--- src/rtl/vedic_seq_multiplier.sv ---
// rtl/vedic_seq_multiplier.sv - sequential chunked multiplier built on a Vedic (Urdhva-Tiryagbhyam) sub-multiplier
module vedic_cell2 (
    input  logic [1:0] x,
    input  logic [1:0] y,
    output logic [3:0] p
);
    logic t0, t1, t2, c1, t3;

    assign t0   = x[1] & y[0];
    assign t1   = x[0] & y[1];
    assign t2   = x[1] & y[1];
    assign c1   = t0 & t1;
    assign t3   = t2 & c1;
    assign p[0] = x[0] & y[0];
    assign p[1] = t0 ^ t1;
    assign p[2] = t2 ^ c1;
    assign p[3] = t3;
endmodule

module vedic_seq_multiplier #(
    parameter int WIDTH = 32,
    parameter int CHUNK = 8
) (
    input  logic                 clk,
    input  logic                 rst_n,
    input  logic                 in_valid,
    output logic                 in_ready,
    input  logic                 signed_mode,
    input  logic [WIDTH-1:0]     a,
    input  logic [WIDTH-1:0]     b,
    output logic                 out_valid,
    input  logic                 out_ready,
    output logic [2*WIDTH-1:0]   result
);
    localparam int N  = WIDTH / CHUNK;
    localparam int M  = CHUNK / 2;
    localparam int PW = 2 * CHUNK;
    localparam int RW = 2 * WIDTH;
    localparam int IW = (N > 1) ? $clog2(N) : 1;

    typedef enum logic [1:0] {IDLE, RUN, SIGN, DONE} state_t;

    state_t            state, state_nxt;
    logic              started;
    logic [WIDTH-1:0]  a_mag, b_mag;
    logic              neg;
    logic [RW-1:0]     acc;
    logic [RW-1:0]     prod_q;
    logic              prod_v;
    logic              issued_all;
    logic [IW-1:0]     cnt_i, cnt_j;

    logic [CHUNK-1:0]  a_chunk, b_chunk;
    logic [3:0]        cell_p [M*M];
    logic [PW-1:0]     sub;
    logic [RW-1:0]     sub_shifted;
    logic [WIDTH-1:0]  a_abs, b_abs;
    logic              accept, issuing;

    assign in_ready  = started && (state == IDLE);
    assign out_valid = (state == DONE);
    assign accept    = in_valid && in_ready;
    assign issuing   = (state == RUN) && !issued_all;

    // -MIN has no positive WIDTH-bit twin; -a wraps to the same bit pattern, read as unsigned 2^(WIDTH-1)
    assign a_abs = (signed_mode && a[WIDTH-1]) ? -a : a;
    assign b_abs = (signed_mode && b[WIDTH-1]) ? -b : b;

    assign a_chunk = a_mag[int'(cnt_i)*CHUNK +: CHUNK];
    assign b_chunk = b_mag[int'(cnt_j)*CHUNK +: CHUNK];

    for (genvar p = 0; p < M; p++) begin : g_row
        for (genvar q = 0; q < M; q++) begin : g_col
            vedic_cell2 u_cell (
                .x (a_chunk[2*p +: 2]),
                .y (b_chunk[2*q +: 2]),
                .p (cell_p[p*M+q])
            );
        end
    end

    // Vertical-and-crosswise: every 2x2 cell lands in base-4 column p+q
    always_comb begin
        sub = '0;
        for (int p = 0; p < M; p++) begin
            for (int q = 0; q < M; q++) begin
                sub = sub + (PW'(cell_p[p*M+q]) << (2*(p+q)));
            end
        end
    end

    assign sub_shifted = RW'(sub) << (CHUNK*(int'(cnt_i) + int'(cnt_j)));

    always_comb begin
        state_nxt = state;
        case (state)
            IDLE: if (accept)     state_nxt = RUN;
            RUN:  if (issued_all) state_nxt = SIGN;
            SIGN:                 state_nxt = DONE;
            DONE: if (out_ready)  state_nxt = IDLE;
            default:              state_nxt = IDLE;
        endcase
    end

    always_ff @(posedge clk or negedge rst_n) begin
        if (!rst_n) begin
            state <= IDLE;
            started <= 1'b0;
        end else begin
            state <= state_nxt;
            started <= 1'b1;
        end
    end

    // Sub-products are registered before accumulation so the Vedic tree and the wide adder sit in separate stages
    always_ff @(posedge clk or negedge rst_n) begin
        if (!rst_n) begin
            a_mag      <= '0;
            b_mag      <= '0;
            neg        <= 1'b0;
            acc        <= '0;
            prod_q     <= '0;
            prod_v     <= 1'b0;
            issued_all <= 1'b0;
            cnt_i      <= '0;
            cnt_j      <= '0;
            result     <= '0;
        end else begin
            if (accept) begin
                a_mag      <= a_abs;
                b_mag      <= b_abs;
                neg        <= signed_mode & (a[WIDTH-1] ^ b[WIDTH-1]);
                acc        <= '0;
                prod_v     <= 1'b0;
                issued_all <= 1'b0;
                cnt_i      <= '0;
                cnt_j      <= '0;
            end else if (state == RUN) begin
                prod_v <= issuing;
                if (prod_v) acc <= acc + prod_q;
                if (issuing) begin
                    prod_q <= sub_shifted;
                    if (cnt_j == IW'(N-1)) begin
                        cnt_j <= '0;
                        if (cnt_i == IW'(N-1)) issued_all <= 1'b1;
                        else                   cnt_i <= cnt_i + 1'b1;
                    end else begin
                        cnt_j <= cnt_j + 1'b1;
                    end
                end
            end else if (state == SIGN) begin
                result <= neg ? -acc : acc;
            end
        end
    end
endmodule

--- config.mk ---
export PLATFORM = sky130hd
export DESIGN_NAME = vedic_seq_multiplier
export DESIGN_NICKNAME = d
export VERILOG_FILES = /design/src/rtl/vedic_seq_multiplier.sv
export SDC_FILE = /design/constraint.sdc
export NUM_CORES = 1
export LEC_CHECK = 0
export CAP_MARGIN = 30
export CORE_ASPECT_RATIO = 1.5
export CORE_MARGIN = 2
export CORE_UTILIZATION = 65
export DETAILED_ROUTE_END_ITERATION = 12
export DONT_BUFFER_PORTS = 1
export PLACE_DENSITY = 0.85
export SYNTH_ARGS = -nofsm -noshare
export SYNTH_HDL_FRONTEND = slang
export SYNTH_HIERARCHICAL = 1
export SYNTH_SLANG_ARGS = --single-unit
export TNS_END_PERCENT = 30
--- constraint.sdc ---
create_clock -name clk -period 7.1 [get_ports clk]
set_clock_uncertainty 0.2 [all_clocks]
set_input_delay 0.71 -clock clk [delete_from_list [all_inputs] [get_ports clk]]
set_output_delay 0.71 -clock clk [all_outputs]
set_load 0.005 [all_outputs]
[Yosys cells after proc, flatten, opt, wreduce, memory -nomap -nowiden]
Index checks and enable logic that the tools add are counted.
Word-level totals
  flip-flop bits (word level): 266
  input port bits: 69
Operators by class
  add/sub/neg operators: 22
  equality and inequality tests: 9
  shift-type cells: 3
  mux-type cells: 26
  bitwise operators: 132
  reductions and logical operators: 19
Operators with widths (count)
  two-way mux 64 bit: 4
  AND 1 bit: 97
  adder 64 bit: 1
  two-way mux 32 bit: 2
  negation 32 bit: 2
  negation 64 bit: 1
  indexed part select 32 x 6 -> 8 bit: 2
  << shifter 16 x 6 -> 64 bit: 1
  bitwise XOR 1 bit: 33
  adder 16 x 10 -> 16 bit: 2
  adder 16 x 12 -> 16 bit: 2
  adder 16 x 14 -> 16 bit: 2
  two-way mux 2 bit: 12
  adder 15 x 8 -> 16 bit: 1
  adder 16 bit: 1
  adder 14 x 12 -> 15 bit: 1
  adder 13 x 10 -> 14 bit: 1
  adder 12 x 8 -> 13 bit: 1
  adder 11 x 6 -> 12 bit: 1
  adder 9 x 10 -> 11 bit: 1
  nonzero test 2 bit: 5
  adder 7 x 8 -> 9 bit: 1
  AND reduction 3 bit: 3
  == test 2 bit, second input constant: 4
  other kinds (14): 30

[Longest topological paths before layout]
Gate-level depths: netlist (run 1).
  depth after elaboration: 20
  gate-level depth with buffers: 26
  depth with buffers taken out: 24

[Hierarchy]
Netlist (run 1), hierarchy kept.
Modules (own cells, without submodules)
  vedic_seq_multiplier: times used 1, cells an instance 2137, area each 18520.3 um2, sequential area each 6656.4 um2
  vedic_cell2: times used 16, cells an instance 7, area each 57.6 um2, sequential area each 0.0 um2

[Least setup slack after synthesis (run 1)]
Ideal clock, no wire load.
  path kind: register to register
  from: register cnt_i[0]
  to: register prod_q[14]
  library setup time: 133 ps
  arrival: 6255 ps
  required time: 6767 ps
  setup slack: 512 ps
  cell stages (with the launch flop): 26
  clock period less this slack: 6588 ps
  cells stage by stage: dfrtp_1 > clkbuf_1 > mux4_2 > and2_1 > ha_1 > ha_1 > inv_1 > fa_1 > inv_1 > fa_1 > fa_1 > inv_1 > fa_1 > inv_1 > ha_1 > inv_1 > fa_1 > nor2b_1 > o21ai_0 > a21boi_0 > o21ai_0 > a21boi_0 > o21a_1 > o21ai_0 > a31oi_1 > o21ai_0
RTL lines
  from (decl): RTL line 51  | logic [IW-1:0] cnt_i, cnt_j;
  from (signal assigned): RTL line 146  | else cnt_i <= cnt_i + 1'b1;
  to (signal assigned): RTL line 142  | prod_q <= sub_shifted;
  to (decl): RTL line 48  | logic [RW-1:0] prod_q;

==> results of run 1 <==
## layer usage
layer / track usage (%) / vias up / wire, µm
li1: - / 7697 / -
met1: 35.2 / 7765 / 18400
met2: 59.8 / 599 / 26500
met3: 3.59 / 184 / 2440
met4: 21.9 / 0 / 3720
met5: 0 / - / 0
## cells by family (layout without fill, tap and decap cells)
logic type,Yosys count,count (layout),share of synthesized area [%]
AND/OR/NAND/NOR,767,767,19.0
AO/OA/AOI/OAI,602,602,18.9
flip-flops,266,266,34.2
buffers and inverters,242,180,5.05
XOR/XNOR,174,174,7.84
adder cells (fa/ha/maj),171,171,12.5
multiplexers,26,26,2.38
other,1,1,0.0193
## through the flow
step	util (%)	cells	instance area, µm²
floorplan	-	2249	19400
global placement	66.2	2533	19500
detailed placement	66.2	2533	19500
CTS	69.4	2579	20400
global route	69.6	2582	20500
finish	69.6	2582	20500
## state kept, by name (all words and copies together) (netlist names)
| register | count |
|---|---|
| a_mag | 32 |
| acc | 64 |
| b_mag | 32 |
| cnt_i | 2 |
| cnt_j | 2 |
| issued_all | 1 |
| neg | 1 |
| prod_q | 64 |
| prod_v | 1 |
| result | 64 |
| started | 1 |
| state | 2 |
## final cells by class
class,instances,area (µm²)
Clock buffer,37,783
Clock inverter,8,105
Fill cell,2315,8970
Inverter,116,435
Multi-Input combinational cell,1741,11800
Sequential cell,266,6660
Tap cell,395,494
Timing Repair Buffer,19,198
## Yosys cell counts, types with 17 or more instances
cell type / count
a21o_1: 20
a21oi_1: 215
and2_1: 82
buf_1: 17
buf_4: 17
clkbuf_1: 84
dfrtp_1: 266
fa_1: 39
ha_1: 132
inv_1: 116
nand2_1: 300
nand3_1: 39
nand4_1: 22
nor2_1: 165
nor3_1: 35
o21a_1: 17
o21ai_0: 168
o31ai_1: 38
xnor2_1: 81
xor2_1: 93
## final timing paths
path                                            start  slack, ns                      to
worst max-delay path             cnt_j[0]$_DFFE_PN0P_       0.39  prod_q[46]$_DFFE_PN0P_
worst min-delay path                            a[31]       0.08   a_mag[31]$_DFFE_PN0P_
worst max register to register   cnt_j[0]$_DFFE_PN0P_       0.39  prod_q[46]$_DFFE_PN0P_
worst min register to register  a_mag[23]$_DFFE_PN0P_       0.28   a_mag[23]$_DFFE_PN0P_
max in group asynchronous                       rst_n       4.86  result[33]$_DFFE_PN0P_
min in group asynchronous                       rst_n       0.57   b_mag[31]$_DFFE_PN0P_
## timing repair
action	CTS	global route
setup endpoints to repair	0	4
gates resized for setup	0	2
hold buffers	1	1
endpoints found under the hold margin	266	80
==> run_results.csv, run 1 <==
group,metric,value,unit
status,status,"complete, no violations",
placed_design,place_congestion,0.988,
yosys,synth.distinct_cells,87,
worst_setup_path,cp_max_fo,8,
yosys,synth_cells,2249,
worst_setup_path,path_cells,"buf_4, mux4_2, and2_1, ha_1, ha_1, inv_1, fa_1, inv_1, fa_1, inv_1, fa_1, fa_1, inv_1, ha_1, nor2b_1, o21ai_0, a21boi_0, o21ai_0, a21boi_0, o21a_1, or3_1, a31oi_2, o21ai_0",
sta,hold_slack,0.0844,ns
global_route,grt_use_total,32.6,%
clock_tree,cts_tree,"done",
clock_tree,clkLatencyLatePin,0.57,ns
detailed_routing,viasPerCell,6.29,
clock_tree,cts_max_level,1,
worst_setup_path,critical_path_cell_count,23,
sta,finalSetupViolations,0,
worst_setup_path,reg2regPathDepth,23,
yosys,yosysTopAreaCellShare,34.2,%
sta,fin_ws,0.392,ns
die,die_w,145,µm
sta,fin_crit_sh,94.5,%
global_route,grt_pass1_wl,82500,µm
clock_tree,numCtsBuffers,26,
detailed_routing,drc,0,
die,fp.coreArea,29500,µm²
die,die_height,216,µm
detailed_routing,wl_per_cell,19.8,µm
yosys,synthTopCellsByArea,"dfrtp_1 34%, ha_1 8.5%, nand2_1 5.8%, a21oi_1 5.5%, o21ai_0 4.3%",
finish,diodes,0,
clock_tree,path_clk_slew,0.06,ns
die,ios,135,
hold_path,min_path_type,"primary input to flop",
yosys,synthArstFlopShare,100,%
clock_tree,clockRootBuffer,"clkbuf_16",
worst_setup_path,arrival,6.93,ns
clock_tree,cts_num_sinks,266,
detailed_routing,finalWirelength,51100,µm
yosys,ys_seq_elements,266,
sta,finalSetupTns,0,ns
clock_tree,post_cts_buffers,0,
yosys,yosys_warnings,6,
sta,rsz0062_at_grt,"false",
global_route,grt_max_degree,267,
die,die_area,31300,µm²
sta,slew_viol_final,0,
die,rows,77,
detailed_routing,final_antenna_net_count,0,
sta,tightest_slew,1.10,ns
yosys,syn-num-nets,2489,
worst_setup_path,cp_top_family,"adder cells",
hold_path,holdPathStages,2,
yosys,synth.avg_cell_area,8.64,µm²
flow_run,maxCapViolCount,0,
sta,period_needed,6.71,ns
global_route,antenna_found_initial,0,
placed_design,dp_hpwl,38800,µm
yosys,synth_top_flop_cell,"dfrtp_1",
finish,layout_commonest_cell,"nand2_1",
worst_setup_path,crit_buf_inv,5,
worst_setup_path,cp-end-kind,"flop",
yosys,synth_edf_count,0,
sta,final_hold_viol_count,0,
detailed_routing,via_count,16200,
global_route,grt_pass1_vias,16400,
finish,final_cell_mix,"297 x nand2_1, 264 x dfrtp_1, 215 x a21oi_1, 168 x o21ai_0, 165 x nor2_1",
clock_tree,cts_buffer_depth,3,
finish,layout.nets,2410,
yosys,yosysTopAreaCell,"dfrtp_1",
worst_setup_path,crit_type,"flop to flop",
placed_design,post-place-ws,0.268,ns
yosys,yosysSeqAreaShare,34.2,%
yosys,syn_area,19400,µm²
sta,max_slew_margin,26.6,%
finish,drive_gt1_share,5.35,%
global_route,overflow,0,
placed_design,portBuffers,0,
worst_setup_path,critPathMaxStageDelay,0.62,ns
worst_setup_path,crit_required,7.32,ns
worst_setup_path,crit_slowest_cell,"mux4_2",
worst_setup_path,critPathLaunchType,"flop",
detailed_routing,drt_first_iter_violations,1009,
sta,fmax,149,MHz
detailed_routing,drtPass1Iterations,7,
finish,synthToLayoutAreaGrowth,5.50,%
die,start_util,65.9,%
Power of run 1 is left out: the tool's default activity adds up to more than one toggle a clock period on the data nets, which glitch-free logic cannot reach.
==> inputs of run 2 (changes only) <==
--- a/config.mk
+++ b/config.mk
@@ -8,10 +8,11 @@
 export CAP_MARGIN = 30
 export CORE_ASPECT_RATIO = 1.5
 export CORE_MARGIN = 2
-export CORE_UTILIZATION = 65
+export CORE_UTILIZATION = 59
 export DETAILED_ROUTE_END_ITERATION = 12
 export DONT_BUFFER_PORTS = 1
-export PLACE_DENSITY = 0.85
+export PLACE_DENSITY = 0.82
+export RECOVER_POWER = 25
 export SYNTH_ARGS = -nofsm -noshare
 export SYNTH_HDL_FRONTEND = slang
 export SYNTH_HIERARCHICAL = 1
==> constraint.sdc (replaced) <==
create_clock -name clk -period 5.76 [get_ports clk]
set_clock_uncertainty 0.2 [all_clocks]
set_input_delay 0.576 -clock clk [delete_from_list [all_inputs] [get_ports clk]]
set_output_delay 0.576 -clock clk [all_outputs]
set_load 0.005 [all_outputs]
==> run 2 against run 1 <==
Net effect: the flow now finishes with violations (negative hold slack, negative setup slack); critical path type unchanged; worst hold slack worse by 0.58 ns; via count is 1.7% higher; first-iteration DRC count is 12% lower.
==> run_results.csv, run 2 (synthesis gave the netlist of run 1 again) <==
group,metric,value,unit
die,die_w,152,µm
die,start_util,59.8,%
clock_tree,cts_buffer_depth,3,
sta,period_needed,6.17,ns
sta,rsz0062_at_grt,"true",
detailed_routing,top_layer,"met4",
clock_tree,numCtsBuffers,27,
detailed_routing,drc,0,
die,rows,81,
finish,fin_area,21700,µm²
global_route,antenna_found_initial,0,
detailed_routing,drt_first_iter_violations,887,
flow_run,maxCapViolCount,0,
placed_design,dp.cells,2595,
finish,layout_commonest_cell,"nand2_1",
sta,slew_viol_final,0,
placed_design,portBuffers,0,
detailed_routing,wl_met3,2140,µm
sta,fin_crit_sh,107,%
detailed_routing,wl_met1,19900,µm
detailed_routing,finalWirelength,54200,µm
detailed_routing,final_antenna_net_count,0,
finish,final_cell_mix,"296 x nand2_1, 263 x dfrtp_1, 210 x a21oi_1, 161 x nor2_1, 143 x o21ai_0",
sta,fmax,162,MHz
finish,synthToLayoutAreaGrowth,11.8,%
clock_tree,cts_tree,"done",
worst_setup_path,arrival,6.43,ns
sta,hold_slack,-0.496,ns
worst_setup_path,cp-end-kind,"flop",
clock_tree,cts_num_sinks,266,
detailed_routing,wl_per_cell,20.2,µm
global_route,grt_pass1_vias,16600,
sta,tightest_slew,1.07,ns
sta,finalSetupViolations,41,
worst_setup_path,crit_type,"flop to flop",
finish,diodes,0,
clock_tree,hold_buffers,28,
die,die_area,34400,µm²
detailed_routing,drtPass1Iterations,5,
hold_path,min_path_type,"primary input to asynchronous set/reset pin",
die,die_height,226,µm
worst_setup_path,reg2regPathDepth,25,
placed_design,place_area,19900,µm²
finish,layout.nets,2496,
detailed_routing,viasPerCell,6.13,
global_route,grt_pass1_wl,84700,µm
sta,fin_ws,-0.410,ns
worst_setup_path,cp_max_fo,5,
finish,drive_gt1_share,11.2,%
clock_tree,cts_max_level,1,
placed_design,place_congestion,1.00,
placed_design,post-place-ws,-0.667,ns
finish,layoutNonFillerInstCount,2692,
clock_tree,path_clk_slew,0.07,ns
die,fp.coreArea,32500,µm²
die,ios,135,
finish,reg_top3,"acc (64), prod_q (64), result (64)",
global_route,grt_use_total,30.7,%
worst_setup_path,crit_required,6.02,ns
status,status,"finished with violations",
global_route,overflow,0,
detailed_routing,via_count,16500,
placed_design,dp_hpwl,40700,µm
sta,final_hold_viol_count,266,
detailed_routing,met2WireLength,28300,µm
global_route,grt_max_degree,267,
worst_setup_path,critPathLaunchType,"flop",
clock_tree,clkLatencyLatePin,0.58,ns
status,failed_checks,"negative hold slack, negative setup slack",
sta,max_slew_margin,27.7,%
clock_tree,clockRootBuffer,"clkbuf_16",
[run 2: changes by cell type in the layout (fill, tap and decap cells not counted), sizes merged]
| cell | before | now |
|---|---|---|
| clkinvlp | 0 | 1 |
| clkbuf | 37 | 33 |
| buf | 18 | 76 |
| dlygate4sd3 | 1 | 28 |
| clkinv | 5 | 10 |
| inv | 117 | 120 |
[run 2: layer usage]
layer  GRT usage [%]  vias up
li1                -     7888
met1            32.4     7932
met2            57.7      513
met3            3.36      182
met4            20.2        0
met5               0        -
[run 2: repair_timing]
action | 4_1_cts | 5_1_grt
pin swaps | 51 | 33
resized for setup | 65 | 46
setup endpoints to repair | 52 | 56
setup buffers | 15 | 5
hold endpoints to repair | 292 | 266
[run 2: critical path, stage by stage (launching register included)]
cell	delay [ns]
dfrtp_2	0.42
buf_12	0.13
mux4_2	0.56
and2_4	0.20
ha_4	0.16
ha_4	0.26
inv_2	0.03
fa_1	0.51
inv_2	0.04
fa_1	0.48
fa_1	0.53
inv_2	0.04
fa_1	0.51
inv_2	0.05
ha_4	0.16
inv_2	0.06
fa_2	0.22
nor2b_4	0.05
o21ai_2	0.15
a21boi_2	0.09
o21ai_2	0.18
a21boi_2	0.08
o21a_1	0.18
or3_4	0.36
a31oi_4	0.30
o21ai_1	0.10
[run 2: layout make-up]
type | instances | area [µm²]
clock buffers | 33 | 708
clock inverters | 17 | 196
fillers | 2575 | 10800
inverters | 116 | 435
multi-input cells | 1741 | 12300
flip-flops and latches | 266 | 6660
well taps | 415 | 519
repair buffers | 104 | 890
[run 2: through the flow]
step           TNS (ns)  util [%]  hold WS (ns)
5_1_grt          -16.65      66.8        -0.508
2_1_floorplan     -2.13         -        0.0804
6_report          -9.74      66.8        -0.496
3_5_place_dp     -21.00      61.3        0.0937
4_1_cts           -7.47      66.1        -0.516
3_3_place_gp     -15.59      61.3        0.0950
[run 2: worst paths after layout]
check,startpoint,to,slack (ns)
max in group asynchronous,rst_n,result[27]$_DFFE_PN0P_,5.47
worst max-delay path,cnt_i[0]$_DFFE_PN0P_,prod_q[46]$_DFFE_PN0P_,-0.41
min in group clk,a[19],a_mag[19]$_DFFE_PN0P_,0.01
worst min register to register,a_mag[19]$_DFFE_PN0P_,a_mag[19]$_DFFE_PN0P_,0.27
worst min-delay path,rst_n,b_mag[15]$_DFFE_PN0P_,-0.50
worst max register to register,cnt_i[0]$_DFFE_PN0P_,prod_q[46]$_DFFE_PN0P_,-0.41
Power of run 2 is left out for the same reason.
==> inputs of run 3 (changes only) <==
--- a/config.mk
+++ b/config.mk
@@ -8,10 +8,10 @@
 export CAP_MARGIN = 30
 export CORE_ASPECT_RATIO = 1.5
 export CORE_MARGIN = 2
-export CORE_UTILIZATION = 59
+export CORE_UTILIZATION = 65
 export DETAILED_ROUTE_END_ITERATION = 12
 export DONT_BUFFER_PORTS = 1
-export PLACE_DENSITY = 0.82
+export PLACE_DENSITY = 0.85
 export RECOVER_POWER = 25
 export SYNTH_ARGS = -nofsm -noshare
 export SYNTH_HDL_FRONTEND = slang
==> constraint.sdc (replaced) <==
create_clock -name clk -period 5.7 [get_ports clk]
set_clock_uncertainty 0.2 [all_clocks]
set_input_delay 0.57 -clock clk [delete_from_list [all_inputs] [get_ports clk]]
set_output_delay 0.57 -clock clk [all_outputs]
set_load 0.005 [all_outputs]
==> run 3 against run 2 <==
Net effect: core utilization up 5.5 points; global-route usage up 2.8 points; critical endpoint is now prod_q[30]$_DFFE_PN0P_; largest cell class unchanged; wire length down 1.7%; via count up 0.16%; the run still ends with negative hold slack, negative setup slack left; first-iteration DRC count up 3.8%; flip-flop and latch count unchanged; worst hold slack better by 0.0060 ns.
==> run_results.csv, run 3 (synthesis gave the netlist of run 1 again) <==
group,metric,value,unit
status,status,"finished with violations",
status,failed_checks,"negative hold slack, negative setup slack",
die,ios,135,
clock_tree,cts_max_level,1,
die,start_util,65.9,%
die,die_area,31300,µm²
detailed_routing,drc,0,
clock_tree,cts_tree,"done",
worst_setup_path,arrival,6.29,ns
global_route,grt_pass1_wl,84300,µm
sta,fin_crit_sh,106,%
detailed_routing,wl_per_cell,20.1,µm
clock_tree,clkLatencyLatePin,0.57,ns
sta,finalSetupViolations,44,
global_route,grt_pass1_vias,16600,
flow_run,maxCapViolCount,0,
clock_tree,hold_buffers,20,
finish,drive_gt1_share,10.1,%
finish,reg_top3,"acc (64), prod_q (64), result (64)",
die,rows,77,
global_route,grt_max_degree,267,
clock_tree,cts_buffer_depth,3,
detailed_routing,drt_first_iter_violations,921,
clock_tree,clockRootBuffer,"clkbuf_16",
clock_tree,path_clk_slew,0.07,ns
worst_setup_path,r2r-start,"cnt_j[0]$_DFFE_PN0P_",
clock_tree,cts_num_sinks,266,
die,die_height,216,µm
sta,max_slew_margin,22.7,%
worst_setup_path,crit_required,5.93,ns
finish,layout_commonest_cell,"nand2_1",
worst_setup_path,cp_max_fo,6,
detailed_routing,viasPerCell,6.24,
worst_setup_path,reg2regPathDepth,22,
sta,finalSetupTns,-7.89,ns
global_route,overflow,0,
die,fp.coreArea,29500,µm²
worst_setup_path,cp-end-kind,"flop",
hold_path,min_path_type,"primary input to asynchronous set/reset pin",
placed_design,dp_hpwl,40400,µm
die,die_w,145,µm
placed_design,portBuffers,0,
detailed_routing,via_count,16500,
sta,tightest_slew,1.16,ns
sta,fmax,165,MHz
sta,rsz0062_at_grt,"true",
worst_setup_path,worst_r2r_endpoint,"prod_q[30]$_DFFE_PN0P_",
detailed_routing,finalWirelength,53300,µm
sta,slew_viol_final,0,
clock_tree,numCtsBuffers,25,
worst_setup_path,r2r_slack,-0.36,ns
sta,final_hold_viol_count,266,
sta,fin_ws,-0.362,ns
detailed_routing,drtPass1Iterations,5,
placed_design,post-place-ws,-0.680,ns
detailed_routing,final_antenna_net_count,0,
worst_setup_path,crit_type,"flop to flop",
finish,final_cell_mix,"296 x nand2_1, 263 x dfrtp_1, 212 x a21oi_1, 161 x nor2_1, 152 x o21ai_0",
sta,hold_slack,-0.490,ns
placed_design,place_congestion,1.05,
finish,synthToLayoutAreaGrowth,9.63,%
finish,diodes,0,
sta,period_needed,6.06,ns
global_route,grt_use_total,33.5,%
worst_setup_path,critPathLaunchType,"flop",
global_route,antenna_found_initial,0,
finish,layout.nets,2476,
run 3: changes by cell type in the layout (fill, tap and decap cells not counted), sizes merged:
| cell | before | now |
|---|---|---|
| buf | 76 | 66 |
| bufinv | 2 | 0 |
| clkbuf | 33 | 32 |
| clkinv | 10 | 6 |
| clkinvlp | 1 | 3 |
| dlygate4sd3 | 28 | 20 |
| inv | 120 | 121 |
run 3: critical path: stages, from the launching register on:
cell	delay (ns)
dfrtp_2	0.48
mux4_2	0.62
and2_4	0.18
ha_1	0.19
ha_1	0.27
inv_1	0.05
fa_1	0.57
inv_1	0.06
fa_1	0.47
inv_1	0.06
fa_1	0.46
fa_1	0.50
inv_2	0.05
ha_4	0.21
nor2b_1	0.13
o21ai_2	0.14
a21boi_2	0.08
o21ai_2	0.17
a21boi_2	0.09
o21a_1	0.20
or3_4	0.37
a31oi_4	0.26
o21ai_1	0.10
run 3: timing repair:
| action | 4_1_cts | 5_1_grt |
|---|---|---|
| endpoints found under the hold margin | 285 | 266 |
| buffers inserted | 5 | 4 |
| pin swaps | 25 | 15 |
| resized for setup | 49 | 28 |
| endpoints found under the setup margin | 54 | 55 |
run 3: metrics by stage:
stage	cell area, µm²	cells	hold WS (ns)	utilization [%]
2_1_floorplan	19500	2249	0.0744	-
3_3_place_gp	19900	2574	0.0875	67.5
3_5_place_dp	19900	2574	0.0850	67.5
4_1_cts	21200	2645	-0.518	71.7
5_1_grt	21300	2650	-0.511	72.3
6_report	21300	2650	-0.490	72.3
run 3: cell type report:
type | instances | area (µm²)
clock buffer | 32 | 702
timing repair buffer | 86 | 723
sequential | 266 | 6660
fill | 2214 | 8170
tap | 395 | 494
multi-input combinational | 1741 | 12200
clock inverter | 14 | 100
inverter | 116 | 438
run 3: worst max path at each step:
stage | from | to | slack [ns] | cells past startpoint
2_1_floorplan | cnt_j[0]$_DFFE_PN0P_ | prod_q[54]$_DFFE_PN0P_ | -0.23 | 25
3_3_place_gp | cnt_i[0]$_DFFE_PN0P_ | prod_q[63]$_DFFE_PN0P_ | -0.60 | 23
3_5_place_dp | cnt_i[0]$_DFFE_PN0P_ | prod_q[62]$_DFFE_PN0P_ | -0.68 | 24
4_1_cts | cnt_j[0]$_DFFE_PN0P_ | prod_q[30]$_DFFE_PN0P_ | -0.42 | 24
5_1_grt | cnt_i[0]$_DFFE_PN0P_ | prod_q[63]$_DFFE_PN0P_ | -0.57 | 23
6_report | cnt_j[0]$_DFFE_PN0P_ | prod_q[30]$_DFFE_PN0P_ | -0.36 | 22
run 3: metal layers:
metal | track usage [%] | vias up | part of all wire (%)
li1 | - | 7855 | -
met1 | 35.2 | 7910 | 35
met2 | 61.5 | 590 | 52
met3 | 4.04 | 187 | 4.7
met4 | 24.4 | 0 | 8.0
met5 | 0 | - | 0
Power of run 3 is left out for the same reason.
